**src/rtl/heap_sift_down.sv**
```systemverilog
// Multi-level heap sift-down engine: loads a vector, then does one compare-and-swap level per clock.
// Optional HEAP_SIFT_MIN_EN selects min-heap ordering (smallest element rises); default is max-heap.
module heap_sift_down #(
  parameter int WIDTH = 32,
  parameter int DEPTH = 5,
  parameter int IDXW  = $clog2(DEPTH + 1)
) (
  input  logic                     system1000,
  input  logic                     system1000_rst,
  input  logic                     start_i,
  input  logic [WIDTH*DEPTH-1:0]   vec_i,
  input  logic [IDXW-1:0]          root_i,
  input  logic [IDXW-1:0]          size_i,
  output logic                     busy_o,
  output logic                     done_o,
  output logic [WIDTH*DEPTH-1:0]   vec_o,
  output logic [IDXW-1:0]          swaps_o
);

  // Handshake: start_i is a request pulse taken only in IDLE (never queued);
  // busy_o is high for every SIFT cycle and done_o pulses for exactly one cycle afterwards.
  typedef enum logic [1:0] {S_IDLE, S_SIFT, S_DONE} state_e;

  // Child indices get two extra bits so 2*cur+2 cannot wrap even for an out-of-range root.
  localparam int CW = IDXW + 2;

  state_e                   state_q, state_d;
  logic signed [WIDTH-1:0]  vec_q [DEPTH];
  logic signed [WIDTH-1:0]  vec_d [DEPTH];
  logic [IDXW-1:0]          cur_q, cur_d;
  logic [IDXW-1:0]          sz_q, sz_d;
  logic [IDXW-1:0]          swaps_q, swaps_d;

  logic [CW-1:0]            l_idx, r_idx, sel_idx, sz_ext, cur_ext;
  logic                     l_part, r_part;
  logic signed [WIDTH-1:0]  cur_val, l_val, r_val, sel_val;

  function automatic logic wins(input logic signed [WIDTH-1:0] a,
                                input logic signed [WIDTH-1:0] b);
`ifdef HEAP_SIFT_MIN_EN
    return a < b;
`else
    return a > b;
`endif
  endfunction

  always_comb begin
    cur_ext = CW'(cur_q);
    sz_ext  = CW'(sz_q);
    l_idx   = {1'b0, cur_q, 1'b0} + CW'(1);
    r_idx   = {1'b0, cur_q, 1'b0} + CW'(2);
    l_part  = l_idx < sz_ext;
    r_part  = r_idx < sz_ext;
    cur_val = '0;
    l_val   = '0;
    r_val   = '0;
    for (int i = 0; i < DEPTH; i++) begin
      if (cur_ext == CW'(i)) cur_val = vec_q[i];
      if (l_idx == CW'(i))   l_val   = vec_q[i];
      if (r_idx == CW'(i))   r_val   = vec_q[i];
    end
    // Strict comparisons: ties keep the parent, and an equal right child cannot beat the left.
    sel_idx = cur_ext;
    sel_val = cur_val;
    if (l_part && wins(l_val, sel_val)) begin
      sel_idx = l_idx;
      sel_val = l_val;
    end
    if (r_part && wins(r_val, sel_val)) begin
      sel_idx = r_idx;
      sel_val = r_val;
    end
  end

  always_comb begin
    state_d = state_q;
    cur_d   = cur_q;
    sz_d    = sz_q;
    swaps_d = swaps_q;
    for (int i = 0; i < DEPTH; i++) vec_d[i] = vec_q[i];
    unique case (state_q)
      S_IDLE: begin
        if (start_i) begin
          for (int i = 0; i < DEPTH; i++) vec_d[i] = vec_i[(DEPTH-1-i)*WIDTH +: WIDTH];
          cur_d   = root_i;
          sz_d    = (size_i > IDXW'(DEPTH)) ? IDXW'(DEPTH) : size_i;
          swaps_d = '0;
          state_d = S_SIFT;
        end
      end
      S_SIFT: begin
        if (sel_idx != cur_ext) begin
          for (int i = 0; i < DEPTH; i++) begin
            if (cur_ext == CW'(i)) vec_d[i] = sel_val;
            if (sel_idx == CW'(i)) vec_d[i] = cur_val;
          end
          cur_d   = sel_idx[IDXW-1:0];
          swaps_d = swaps_q + IDXW'(1);
        end else begin
          state_d = S_DONE;
        end
      end
      S_DONE: state_d = S_IDLE;
      default: state_d = S_IDLE;
    endcase
  end

  always_ff @(posedge system1000) begin
    if (system1000_rst) begin
      state_q <= S_IDLE;
      cur_q   <= '0;
      sz_q    <= '0;
      swaps_q <= '0;
      for (int i = 0; i < DEPTH; i++) vec_q[i] <= '0;
    end else begin
      state_q <= state_d;
      cur_q   <= cur_d;
      sz_q    <= sz_d;
      swaps_q <= swaps_d;
      for (int i = 0; i < DEPTH; i++) vec_q[i] <= vec_d[i];
    end
  end

  assign busy_o  = (state_q == S_SIFT);
  assign done_o  = (state_q == S_DONE);
  assign swaps_o = swaps_q;

  for (genvar g = 0; g < DEPTH; g++) begin : g_pack
    assign vec_o[(DEPTH-1-g)*WIDTH +: WIDTH] = vec_q[g];
  end

endmodule

```
**config.mk**
```make
export PLATFORM = sky130hd
export DESIGN_NAME = heap_sift_down
export DESIGN_NICKNAME = d
export VERILOG_FILES = /design/src/rtl/heap_sift_down.sv
export SDC_FILE = /design/constraint.sdc
export NUM_CORES = 1
export LEC_CHECK = 0
export ABC_AREA = 1
export CAP_MARGIN = 20
export CORE_MARGIN = 2
export CORE_UTILIZATION = 49
export DETAILED_ROUTE_END_ITERATION = 6
export MAX_ROUTING_LAYER = met4
export PLACE_DENSITY = 0.81
export SYNTH_ARGS = -nofsm -noshare
export SYNTH_HDL_FRONTEND = slang
export SYNTH_SLANG_ARGS = --single-unit
```
**constraint.sdc**
```tcl
create_clock -name system1000 -period 7.3 [get_ports system1000]
set_input_delay 1.825 -clock system1000 [delete_from_list [all_inputs] [get_ports system1000]]
set_output_delay 1.825 -clock system1000 [all_outputs]
set_load 0.02 [all_outputs]
```
==> results.sh, run 1 <==
export IMPL_startpoint="cur_q[0]$_SDFFE_PP0P_"
export IMPL_die_w_microns=185
export IMPL_numPortBuffers=333
export IMPL_status="finished with violations"
export IMPL_gp_congestion=0.977
export IMPL_layout_commonest_cell="nand2_1"
export IMPL_synth_edf_count=0
export IMPL_fin_crit_sh_pct=96.5
export IMPL_violations="design-rule violations"
export IMPL_remaining_drc_errors=5
export IMPL_async_flop_share_pct=0
export IMPL_setup_viol=0
export IMPL_finalHoldViolCount=0
export IMPL_required_ps=7660
export IMPL_synth_distinct_cells=32
export IMPL_die_y_microns=185
export IMPL_drt_iter0_drc=3003
export IMPL_num_nets_final=3440
export IMPL_rrSetupSlack_ps=250
export IMPL_ant_nets=0
export IMPL_dp_hpwl_microns=51100
export IMPL_worst_ep_arrival_time_ps=7410
export IMPL_layout_drive_gt1_share_pct=7.01
export IMPL_num_rows=66
export IMPL_timing_final_ws_setup_ps=255
export IMPL_clk_transition_reported_paths_ps=70
export IMPL_report_final_slew_viol_count=0
export IMPL_cp_slowest_cell="ha_1"
export IMPL_relSlewSlack_pct=33.5
export IMPL_max_cap_violations=0
export IMPL_ys_warn_count=0
export IMPL_path_common_cell="nand2_1"
export IMPL_die_area_sq_mm=0.0342
export IMPL_synthCells=2917
export IMPL_wl_per_cell_microns=21.3
export IMPL_worst_pin_slew_ps=998
export IMPL_fmax_ghz=0.142
export IMPL_reg2reg_from="cur_q[0]$_SDFFE_PP0P_"
export IMPL_io_pins=334
export IMPL_synth_nets=3161
export IMPL_grt_overflow_total=0
export IMPL_drtPass1Iterations=7
export IMPL_start_util_pct=49.5
export IMPL_fin_crit_ps=7050
export IMPL_cts_sinks=171
export IMPL_grt_max_degree=89
export IMPL_r2r_end="vec_q[0][158]$_SDFFE_PP0P_"
export IMPL_critPathMaxFanout=28
export IMPL_ys_flop_type="dfxtp_1"
export IMPL_grt_pass1_wl_microns=115000
export IMPL_clock_path_buffers=2
export IMPL_synth_avg_cell_area_sq_um=5.49
export IMPL_ys_seq_elements=171
export IMPL_critical_path_max_stage_delay_ps=450
export IMPL_yosysSeqAreaShare_pct=21.4
export IMPL_htree_levels=4
export IMPL_final_cell_mix="nand2_1, nor2_1, clkdlybuf4s50_1"
export IMPL_numCtsBuffers=17
export IMPL_cts_tree="built"
export IMPL_vias=21700
export IMPL_startpoint_type="flip-flop"
export IMPL_clk_latency_ps=470
export IMPL_reg2reg_depth=38
export IMPL_skew_ps=9.34
export IMPL_critPathCapture="vec_q[0][158]$_SDFFE_PP0P_"
export IMPL_core_sq_mm=0.0324
export IMPL_hold_path_class="flip-flop to flip-flop"
export IMPL_cts_root_buf="clkbuf_16"
export IMPL_num_antenna_cells=0
export IMPL_grt_antenna_before_repair=0
export IMPL_area_growth_pct=31.9
export IMPL_worstSetupEndpointType="flip-flop"
export IMPL_ctsHoldBuffers=0
export IMPL_vias_per_cell=5.94
export IMPL_wl_microns=77700
export IMPL_dp_slack_ps=-184
export IMPL_syn_cell_area_sq_mm=0.0160
export IMPL_grtUsageTotal_pct=45.7
export IMPL_crit_type="flip-flop to flip-flop"
export IMPL_grt_pass1_vias=20200
## worst max-delay path, delay by kind of cell, from the launching register on
kind / cells / cell delay (ps)
fa+ha+maj: 3 / 1060
simple gates: 25 / 3870
buf+inv: 6 / 1160
flops: 1 / 360
compound gates: 4 / 450
## per-stage QoR
step	setup TNS, ps	instances	utilization [%]	instance area [sq um]	hold WS [ps]
3_3_place_gp	-492	3575	61.5	19900	463
4_1_cts	0	3627	64.3	20800	514
6_report	0	3650	65.3	21100	517
2_1_floorplan	0	2917	-	16000	467
5_1_grt	-7200	3650	65.3	21100	530
3_5_place_dp	-8980	3575	61.5	19900	494
## metal layers
| metal | global-route usage (%) | vias up | part of all wire [%] |
|---|---|---|---|
| li1 | - | 9994 | - |
| met1 | 57.4 | 9680 | 39 |
| met2 | 68.4 | 1636 | 42 |
| met3 | 8.55 | 379 | 12 |
| met4 | 26.7 | 0 | 6.3 |
| met5 | - | - | 0 |
## kinds of logic after synthesis
family / after synthesis / synth area share, %
DFF: 171 / 21.4
buffers and inverters: 450 / 11.5
AOI/OAI and AO/OA: 439 / 15.6
and+or+nand+nor: 1782 / 45.7
adders and majority gates: 75 / 5.85
## synthesized netlist by cell type, drive strengths merged, types with 37 or more instances
cell type  number  area (sq um)
a21oi          47           235
a31oi          59           369
buf            97           519
clkbuf        117           439
dfxtp         171          3420
ha             75           938
inv           236           886
nand2         959          3610
nand3         244          1290
nand4          75           475
nor2          476          1800
o21a           37           278
o21ai         234          1180
o22ai          56           388
## flip-flops by register name, indices dropped and copies added, names as in the netlist
signal	count
vec_q	160
swaps_o	3
state_q	2
cur_q	3
sz_q	3
## layout make-up
type,instances,area (sq um)
Tap cell,442,553
Sequential cell,171,3420
Fill cell,3104,11200
Inverter,236,895
Clock inverter,10,190
Timing Repair Buffer,467,4620
Multi-Input combinational cell,2303,11000
Clock buffer,21,460
## timing repair
item | CTS | global route
pin swaps | 5 | 6
resized for setup | 13 | 21
setup buffers | 15 | 22
setup endpoints to repair | 126 | 165
cloned | 6 | 1
## worst min-delay path by stage
stage / cells after the start / slack [ps] / to / start
finish: 2 / 520 / swaps_o[1]$_SDFFE_PP0P_ / swaps_o[1]$_SDFFE_PP0P_
global route: 1 / 530 / swaps_o[0]$_SDFFE_PP0P_ / swaps_o[0]$_SDFFE_PP0P_
floorplan: 2 / 470 / sz_q[2]$_SDFFE_PP0P_ / sz_q[2]$_SDFFE_PP0P_
global placement: 1 / 460 / swaps_o[0]$_SDFFE_PP0P_ / swaps_o[0]$_SDFFE_PP0P_
detailed placement: 1 / 490 / swaps_o[0]$_SDFFE_PP0P_ / swaps_o[0]$_SDFFE_PP0P_
CTS: 1 / 510 / swaps_o[0]$_SDFFE_PP0P_ / swaps_o[0]$_SDFFE_PP0P_
Power of run 1 is not shown: default switching activity piles up to over one toggle a cycle in this logic, so the estimate is an artifact.
==> run 2: changes to the inputs <==
- CORE_UTILIZATION: 49 -> 45
- PLACE_DENSITY: 0.81 -> 0.76
==> results.sh, run 2 (same netlist as run 1, synthesis figures left out) <==
export IMPL_numPortBuffers=333
export IMPL_drt_iter0_drc=2748
export IMPL_wl_microns=79500
export IMPL_gp_congestion=1.02
export IMPL_grt_overflow_total=0
export IMPL_numCtsBuffers=17
export IMPL_htree_levels=4
export IMPL_fill_cells=3487
export IMPL_dp_hpwl_microns=54200
export IMPL_io_pins=334
export IMPL_grt_max_degree=92
export IMPL_required_ps=7670
export IMPL_fin_crit_ps=6920
export IMPL_cts_root_buf="clkbuf_16"
export IMPL_worst_pin_slew_ps=1260
export IMPL_vias_per_cell=5.86
export IMPL_fin_crit_sh_pct=94.8
export IMPL_ctsHoldBuffers=0
export IMPL_largest_reg_flops=160
export IMPL_regMostFlops="vec_q"
export IMPL_worstSetupEndpointType="flip-flop"
export IMPL_die_y_microns=193
export IMPL_num_rows=69
export IMPL_num_nets_final=3414
export IMPL_finalHoldViolCount=0
export IMPL_clk_transition_reported_paths_ps=70
export IMPL_grt_pass1_vias=19500
export IMPL_wl_per_cell_microns=21.8
export IMPL_stdcell_count=3645
export IMPL_skew_ps=16.1
export IMPL_fmax_ghz=0.144
export IMPL_setup_viol=0
export IMPL_multiInputGateArea_sq_mm=0.0110
export IMPL_grt_pass1_wl_microns=116000
export IMPL_path_common_cell="nand2_1"
export IMPL_status="completed"
export IMPL_ant_nets=0
export IMPL_max_cap_violations=0
export IMPL_dp_cells=3591
export IMPL_critPathMaxFanout=49
export IMPL_layout_commonest_cell="nand2_1"
export IMPL_core_sq_mm=0.0353
export IMPL_worst_ep_arrival_time_ps=7290
export IMPL_hold_path_class="flip-flop to flip-flop"
export IMPL_drtPass1Iterations=7
export IMPL_clock_path_buffers=2
export IMPL_seq_area_sq_mm=0.00342
export IMPL_critPathBufInv=6
export IMPL_layout_drive_gt1_share_pct=6.44
export IMPL_grt_antenna_before_repair=0
export IMPL_dpl_instance_area_sq_mm=0.0199
export IMPL_critical_path_max_stage_delay_ps=430
export IMPL_area_growth_pct=30.6
export IMPL_remaining_drc_errors=0
export IMPL_crit_type="flip-flop to flip-flop"
export IMPL_cp_slowest_cell="ha_2"
export IMPL_die_area_sq_mm=0.0371
export IMPL_report_final_slew_viol_count=0
export IMPL_grtUsageTotal_pct=42.6
export IMPL_die_w_microns=193
export IMPL_vias=21400
export IMPL_start_util_pct=45.4
export IMPL_startpoint_type="flip-flop"
export IMPL_cts_tree="built"
export IMPL_cts_sinks=171
export IMPL_critPathTopFamily="simple AND/OR/NAND/NOR gates"
export IMPL_final_cell_mix="nand2_1, nor2_1, clkdlybuf4s50_1"
export IMPL_final_area_sq_mm=0.0209
export IMPL_relSlewSlack_pct=16.0
export IMPL_clk_latency_ps=480
run 2: final cells by class:
class                           instances  share of cell area [%]
Antenna cell                            1                  0.0120
Clock buffer                           19                    2.12
Clock inverter                         13                    1.14
Inverter                              236                    4.29
Multi-Input combinational cell       2301                    52.5
Sequential cell                       171                    16.4
Tap cell                              461                    2.76
Timing Repair Buffer                  443                    20.9
run 2: timing repair:
item / CTS / global route
gates cloned: 1 / 4
setup buffers: 0 / 16
endpoints found under the hold margin: 0 / 0
resized for setup: 2 / 35
setup endpoints to repair: 16 / 167
pin swaps: 0 / 6
run 2: stage by stage:
step	hold WS (ps)	setup slack (ps)	TNS [ps]	utilization, %
after floorplan	467	1580	0	-
after global placement	463	150	0	56.4
after detailed placement	494	-14.9	-25.3	56.4
after CTS	505	6.65	0	58.4
after global routing	524	-9.31	-16.3	59.3
final	505	378	0	59.3
run 2: tightest hold or removal path, cell delays in order (launching register included):
cell,delay (ps)
dfxtp_1,340
nand2_1,70
a21oi_1,50
run 2: metal layers:
layer,wire (microns),vias up,global-route usage [%]
met5,0,-,-
met4,4160,0,21.8
li1,-,9952,-
met3,9280,299,7.97
met1,32600,9600,56.3
met2,33500,1515,61.5
run 2: worst paths after layout:
kind	startpoint	end	slack (ps)	cells past startpoint
setup reg to reg	cur_q[1]$_SDFFE_PP0P_	vec_q[0][28]$_SDFFE_PP0P_	380	36
hold / removal	swaps_o[1]$_SDFFE_PP0P_	swaps_o[1]$_SDFFE_PP0P_	510	2
setup / recovery	cur_q[1]$_SDFFE_PP0P_	vec_q[0][28]$_SDFFE_PP0P_	380	36
hold reg to reg	swaps_o[1]$_SDFFE_PP0P_	swaps_o[1]$_SDFFE_PP0P_	510	2
Power of run 2 is left out for the same reason.
